**config.mk**
```make
export PLATFORM = sky130hd
export DESIGN_NAME = fetch_stage
export DESIGN_NICKNAME = d
export VERILOG_FILES = /design/src/rtl/fetch_pkg.sv /design/src/rtl/if_id_register.sv /design/src/rtl/fetch_stage.sv
export SDC_FILE = /design/constraint.sdc
export NUM_CORES = 1
export LEC_CHECK = 0
export CORE_UTILIZATION = 40
export DETAILED_ROUTE_END_ITERATION = 8
export GPL_TIMING_DRIVEN = 0
export PLACE_DENSITY = 0.74
export SYNTH_ARGS = -nofsm -noshare
export SYNTH_HDL_FRONTEND = slang
export SYNTH_SLANG_ARGS = --single-unit
```
**constraint.sdc**
```tcl
create_clock -name Clk -period 4.4 [get_ports Clk]
set_clock_uncertainty 0.1 [all_clocks]
set_input_delay 0.44 -clock Clk [delete_from_list [all_inputs] [get_ports Clk]]
set_output_delay 0.44 -clock Clk [all_outputs]
set_load 0.02 [all_outputs]
```
**src/rtl/fetch_pkg.sv**
```systemverilog
// Shared fetch/decode definitions: IF/ID bundle, FSM states, constants.
package fetch_pkg;

    localparam logic [31:0] INSTR_BYTES = 32'd4;
    localparam logic [31:0] NOP_INSTR   = 32'h0000_0013;

    typedef enum logic {
        BOOT = 1'b0,
        RUN  = 1'b1
    } fetch_state_t;

    typedef struct packed {
        logic [31:0] instr;
        logic [31:0] pc;
        logic [31:0] pc_plus4;
        logic        valid;
    } if_id_t;

    localparam if_id_t IF_ID_RESET = '{
        instr:    NOP_INSTR,
        pc:       32'h0,
        pc_plus4: 32'h0,
        valid:    1'b0
    };

endpackage

```
**src/rtl/if_id_register.sv**
```systemverilog
// IF/ID pipeline register with load, hold and flush.
module if_id_register
    import fetch_pkg::*;
(
    input  logic        Clk,
    input  logic        Reset,
    input  logic        i_load,
    input  logic        i_flush,
    input  logic [31:0] i_instr,
    input  logic [31:0] i_pc,
    input  logic [31:0] i_pc_plus4,
    output logic [31:0] o_instr,
    output logic [31:0] o_pc,
    output logic [31:0] o_pc_plus4,
    output logic        o_valid
);

    if_id_t r_q;

    // Flush keeps the PC fields so the bubble still carries a location.
    always_ff @(posedge Clk or posedge Reset) begin
        if (Reset) begin
            r_q <= IF_ID_RESET;
        end else if (i_flush) begin
            r_q.instr <= NOP_INSTR;
            r_q.valid <= 1'b0;
        end else if (i_load) begin
            r_q.instr    <= i_instr;
            r_q.pc       <= i_pc;
            r_q.pc_plus4 <= i_pc_plus4;
            r_q.valid    <= 1'b1;
        end
    end

    assign o_instr    = r_q.instr;
    assign o_pc       = r_q.pc;
    assign o_pc_plus4 = r_q.pc_plus4;
    assign o_valid    = r_q.valid;

endmodule

```
**src/rtl/fetch_stage.sv**
```systemverilog
// Instruction fetch: PC, next-address mux, BOOT/RUN FSM, fetch counter.
module fetch_stage
    import fetch_pkg::*;
#(
    parameter logic [31:0] RESET_PC   = 32'h0000_0000,
    parameter int          IMEM_BYTES = 28
) (
    input  logic        Clk,
    input  logic        Reset,
    input  logic        Stall,
    input  logic        Branch_Taken,
    input  logic [31:0] Branch_Target,
    input  logic [31:0] Instruction_Fetch,
    output logic [31:0] Pc_Out,
    output logic [31:0] IfId_Instr,
    output logic [31:0] IfId_Pc,
    output logic [31:0] IfId_Pc_Plus4,
    output logic        IfId_Valid,
    output logic        Misaligned_Fault,
    output logic [15:0] Fetch_Count
);

    localparam logic [31:0] LP_IMEM = 32'(IMEM_BYTES);

    fetch_state_t r_state;
    fetch_state_t w_state_nxt;
    logic [31:0]  r_pc;
    logic [31:0]  w_pc_nxt;
    logic [31:0]  w_pc_plus4;
    logic         r_fault;
    logic         w_fault_nxt;
    logic [15:0]  r_count;
    logic         w_load;
    logic         w_flush;
    logic         w_tgt_ok;

    assign w_pc_plus4 = r_pc + INSTR_BYTES;
    assign w_tgt_ok   = (Branch_Target[1:0] == 2'b00)
                     && (Branch_Target < LP_IMEM);

    always_comb begin
        w_state_nxt = r_state;
        w_pc_nxt    = r_pc;
        w_load      = 1'b0;
        w_flush     = 1'b0;
        w_fault_nxt = 1'b0;
        unique case (r_state)
            BOOT: begin
                w_state_nxt = RUN;
            end
            RUN: begin
                if (Branch_Taken) begin
                    w_flush     = 1'b1;
                    w_pc_nxt    = w_tgt_ok ? Branch_Target : RESET_PC;
                    w_fault_nxt = ~w_tgt_ok;
                end else if (!Stall) begin
                    w_load   = 1'b1;
                    w_pc_nxt = (w_pc_plus4 >= LP_IMEM) ? RESET_PC
                                                       : w_pc_plus4;
                end
            end
        endcase
    end

    always_ff @(posedge Clk or posedge Reset) begin
        if (Reset) begin
            r_state <= BOOT;
            r_pc    <= RESET_PC;
            r_fault <= 1'b0;
        end else begin
            r_state <= w_state_nxt;
            r_pc    <= w_pc_nxt;
            r_fault <= w_fault_nxt;
        end
    end

    always_ff @(posedge Clk or posedge Reset) begin
        if (Reset) begin
            r_count <= 16'h0;
        end else if (w_load && (r_count != 16'hFFFF)) begin
            r_count <= r_count + 16'h1;
        end
    end

    if_id_register u_if_id (
        .Clk        (Clk),
        .Reset      (Reset),
        .i_load     (w_load),
        .i_flush    (w_flush),
        .i_instr    (Instruction_Fetch),
        .i_pc       (r_pc),
        .i_pc_plus4 (w_pc_plus4),
        .o_instr    (IfId_Instr),
        .o_pc       (IfId_Pc),
        .o_pc_plus4 (IfId_Pc_Plus4),
        .o_valid    (IfId_Valid)
    );

    assign Pc_Out           = r_pc;
    assign Misaligned_Fault = r_fault;
    assign Fetch_Count      = r_count;

endmodule

```
* Word-level counts from Yosys, hierarchy flattened
Cells that the tools add are included.
Storage, ports and cells: register bits after elaboration 147, output and inout bits 146, logic and storage cells 36
Cells by class: add/subtract/negate cells 2, magnitude comparators 2, equality and inequality tests 2, muxes and demuxes 14, bitwise logic cells 2, reductions and logical operators 6
Operators by type and width (count):
- $mux W32 | 5
- $mux W97 | 1
- $add A32 B3 Y32 const B | 1
- $ge A32 B5 Y1 const B | 1
- $lt A32 B5 Y1 const B | 1
- $add A16 B1 Y16 const B | 1
- $ne A16 B16 Y1 const B | 1
- $mux W1 | 8
- $reduce_and A2 Y1 | 2
- $logic_and A1 B1 Y1 | 2
- $logic_not A2 Y1 | 1
- $ne A2 B1 Y1 const B | 1
- $not A1 Y1 | 2
- $reduce_bool A2 Y1 | 1

* Depth between registers and ports, before layout
depth in word-level cells 5, gate-level depth with buffers 9

* Hierarchy
Synthesis repeated with hierarchy kept, for this count alone.
Second synthesis, totals: cell total of the unflattened synthesis 548, area total of the unflattened synthesis 6940.4 um^2
By module, submodules not included:
- if_id_register | times used 1, cells an instance 244, area an instance 4026.4 um^2, sequential area each 2431.1 um^2
- fetch_stage | times used 1, cells an instance 304, area an instance 2914.0 um^2, sequential area each 1251.2 um^2

* Worst setup path before layout
No wires, ideal clock.
kind register to register, from reg r_pc[3], in the netlist Pc_Out[3], to reg r_pc[4], in the netlist Pc_Out[4], arrival time 2.689 ns, data required time 4.236 ns, setup slack 1.547 ns, cell stages (with the launch flop) 10, path buffers 1, cell sequence dfrtp_1 > ha_1 > and3_1 > buf_6 > nand4_4 > or4_4 > a2111oi_4 > and4_4 > and3_4 > a211o_1
Between the ends: longest elaborated chain between the ends 5
Ends and longest elaborated chain:
- start: declaration | RTL line fetch_stage.sv:27 | logic [31:0] r_pc;
- start signal: assignment | RTL line fetch_stage.sv:72 | r_pc <= w_pc_nxt;
- $add A32 B3 Y32 * | RTL line fetch_stage.sv:37 | assign w_pc_plus4 = r_pc + INSTR_BYTES;
- $ge A32 B5 Y1 | RTL line fetch_stage.sv:58 | w_pc_nxt = (w_pc_plus4 >= LP_IMEM) ? RESET_PC
- $mux W32 * | RTL line fetch_stage.sv:58
- $mux W32 * | RTL line fetch_stage.sv:56 | end else if (!Stall) begin
- $mux W32 * | RTL line fetch_stage.sv:52 | if (Branch_Taken) begin
Every way passes the cells marked *; elsewhere a longest branch is shown, timed or not. The select of a mux whose other input is x is not followed. A chain may end at the register's enable or synchronous reset.

* Worst setup path after layout
Ends and elaborated chain as after synthesis.

==> results.tsv <==
metric	value	unit
slew_violations	0	
dr.pass1.iters	5	
area_delta_synth_final	47.7	%
cts_tree	done	
cp.required	4.65	ns
antenna_found_initial	0	
grt_overflow	0	
comb_power_share	15.4	%
insertion_delay	0.42	ns
row_count	46	
numCtsBuffers	17	
routed_wl	18.6	mm
postCtsHoldBufs	0	
clock_sinks	145	
setup_slack	1.15	ns
synth_edf_count	0	
async_reset_ff_share	100	%
seqPwrFrac	42.0	%
cts_resized	0	
drc	0	
die_area	16600	µm²
cts.clk_slew.worst_paths	0.06	ns
period_needed	3.25	ns
cp_num_buf_inv	1	
cpPeakStageDelay	0.57	ns
gp_congestion	0.870	
power_density	370	nW/µm²
design_area	9530	µm²
min_period_over_period	73.9	%
netlist.area_leader.share	55.1	%
grt_pass1_vias	5312	
dieHeight	129	µm
arrival	3.50	ns
post_drt_via_cell_ratio	5.08	
syn_nets	708	
switching_power	906	µW
clock_path_buffers	2	
yosys_warnings	0	
synth_area_leaders	dfrtp_1, nand2_1, a22o_1, xnor2_1, o21ai_0	
cts_setup_buffers	0	
dpl_cell_area	8920	µm²
yosysMostFrequentCell	dfrtp_1	
portBuffers	213	
hold_viol	0	
hold_class	flip-flop to flip-flop	
htreeDepth	4	
die_w	129	µm
dp_slack	1.13	ns
utilization	60.2	%
core_area	15800	µm²
timing.setup.tns	0	ns
crit_type	flip-flop to flip-flop	
synth_cell_type_count	56	
status	complete, no violations	
ys_seq_area_share	56.3	%
synth_common_cells	dfrtp_1, nand2_1, o21ai_0	
initial_core_util	40.8	%
pwr-share-clk	42.6	%
pin_count	214	
hpwlAfterDp	13.9	mm
first_iter_violations	390	
cp_max_fo	10	
synth_area	6450	µm²
rsz0062_at_grt	false	
relSlewSlack	24.7	%
wl_per_cell	16.9	µm
swShare	25.7	%
synth_cells	637	
crit_slowest_cell	o31ai_1	
crit_family	simple AND/OR/NAND/NOR gates	
grt_pass1_wl	29.0	mm
startpoint_type	flip-flop	
setup.worst_path.end_class	flip-flop	
nFillCells	1366	
setup_viol	0	
synth-seq-cells	145	
drive_above_1_share	7.24	%
crit_chain	ha_1 -> and3_1 -> buf_6 -> nand4_4 -> nor3_1 -> nand2_1 -> o31ai_1 -> and3_4 -> a211o_1	
grtUsageTotal	23.4	%
peakVddDrop	0.278	mV
diodes	0	
synth-main-ff-cell	dfrtp_1	
leakage	0.00416	µW
grt_max_degree	43	
ant_nets	0	
worst_pin_slew	1.13	ns
drv_cap	0	
synth.avg_cell_area	10.1	µm²
netlist.top_cell.by_area	dfrtp_1	
intPower	2620	µW
root_buffer	clkbuf_16	
nets	943	
via_count	5590	
timing.fmax	308	MHz
layout make-up:
cell class	count	area, µm²	area share, %
inverter	9	37.5	0.394
multi-input combinational	432	2550	26.8
clock inverter	14	189	1.98
tap	216	270	2.84
buffer	51	233	2.44
timing repair buffer	216	2190	23.0
sequential	145	3630	38.1
clock buffer	17	425	4.46
cells in the final DEF (no fill, tap or decap), types with 3 or more instances in the layout:
master | netlist | layout
clkbuf_1 | 31 | 31
nor3_1 | 10 | 10
buf_12 | 0 | 3
xor2_1 | 18 | 18
buf_2 | 11 | 11
and2_1 | 24 | 24
ha_1 | 3 | 3
or3_1 | 4 | 4
and3_1 | 13 | 13
dfstp_2 | 3 | 3
and4_1 | 8 | 8
o22a_1 | 3 | 3
o21ai_0 | 36 | 36
clkdlybuf4s50_1 | 0 | 213
bufinv_16 | 0 | 4
nor2_1 | 21 | 21
dfrtp_1 | 142 | 142
clkinv_2 | 0 | 4
nand4_1 | 15 | 15
a21oi_1 | 8 | 8
clkinvlp_4 | 0 | 4
nand2_1 | 140 | 140
inv_1 | 9 | 8
nand3_1 | 22 | 22
buf_4 | 5 | 5
clkbuf_16 | 0 | 17
a31oi_1 | 3 | 3
nor4_1 | 13 | 13
a22o_1 | 29 | 29
xnor2_1 | 26 | 26
worst register-to-register path: stages, from the launching register on:
cell and delay, ns:
dfrtp_1 0.51, ha_1 0.37, and3_1 0.22, buf_6 0.14, nand4_4 0.19, nor3_1 0.53, nand2_1 0.11, o31ai_1 0.57
and3_4 0.33, a211o_1 0.13
metal layers:
metal | track usage, % | routed length [µm] | part of all wire (%) | up-vias
li1 | - | - | - | 2656
met1 | 29.7 | 7670 | 41 | 2708
met2 | 39.4 | 9490 | 51 | 212
met3 | 6.85 | 1260 | 6.8 | 14
met4 | 5.67 | 163 | 0.88 | 0
met5 | 0 | 0 | 0 | -
registers in the layout, indices dropped and copies added, names as in the netlist:
register and count:
Fetch_Count 16, Misaligned_Fault 1, Pc_Out 32, r_state 1
u_if_id.o_instr 32, u_if_id.o_pc 30, u_if_id.o_pc_plus4 32, u_if_id.o_valid 1
cells by family (layout without fill, tap and decap cells):
family          Yosys count  in the layout  synth area share [%]
buf+inv                  60            307                  4.13
mux                       3              3                 0.485
fa+ha+maj                 3              3                 0.582
compound gates          101            101                  11.2
other cells               1              1                0.0581
flops                   145            145                  56.3
simple gates            280            280                  21.3
xor+xnor                 44             44                  5.97
power by group through the flow:
stage          Sequential [µW]  Clock (µW)  Combinational, µW
2_1_floorplan             1580           0                170
3_3_place_gp              1500           0                539
3_5_place_dp              1500           0                550
4_1_cts                   1480        1530                551
5_1_grt                   1490        1600                589
6_report                  1480        1500                543
stage by stage:
step | hold slack [ns] | cells | total power [µW]
6_report | 0.374 | 1100 | 3520
2_1_floorplan | 0.363 | 637 | 1750
4_1_cts | 0.376 | 1100 | 3560
3_5_place_dp | 0.363 | 1069 | 2050
5_1_grt | 0.392 | 1100 | 3670
3_3_place_gp | 0.361 | 1066 | 2040
path summary, 6_finish.rpt:
kind / from / to / slack, ns / depth (start not counted)
worst max-delay path: Pc_Out[3]$_DFFE_PP0P_ / Pc_Out[4]$_DFFE_PP0P_ / 1.15 / 9
worst min-delay path: u_if_id.o_pc[23]$_DFFE_PP0P_ / u_if_id.o_pc[23]$_DFFE_PP0P_ / 0.37 / 2
worst max register to register: Pc_Out[3]$_DFFE_PP0P_ / Pc_Out[4]$_DFFE_PP0P_ / 1.15 / 9
worst min register to register: u_if_id.o_pc[23]$_DFFE_PP0P_ / u_if_id.o_pc[23]$_DFFE_PP0P_ / 0.37 / 2
max in group asynchronous: Reset / u_if_id.o_instr[1]$_DFFE_PP1P_ / 3.02 / 3
min in group asynchronous: Reset / Fetch_Count[8]$_DFFE_PP0P_ / 0.44 / 2
No activity file was read; power rests on OpenSTA's default activity.
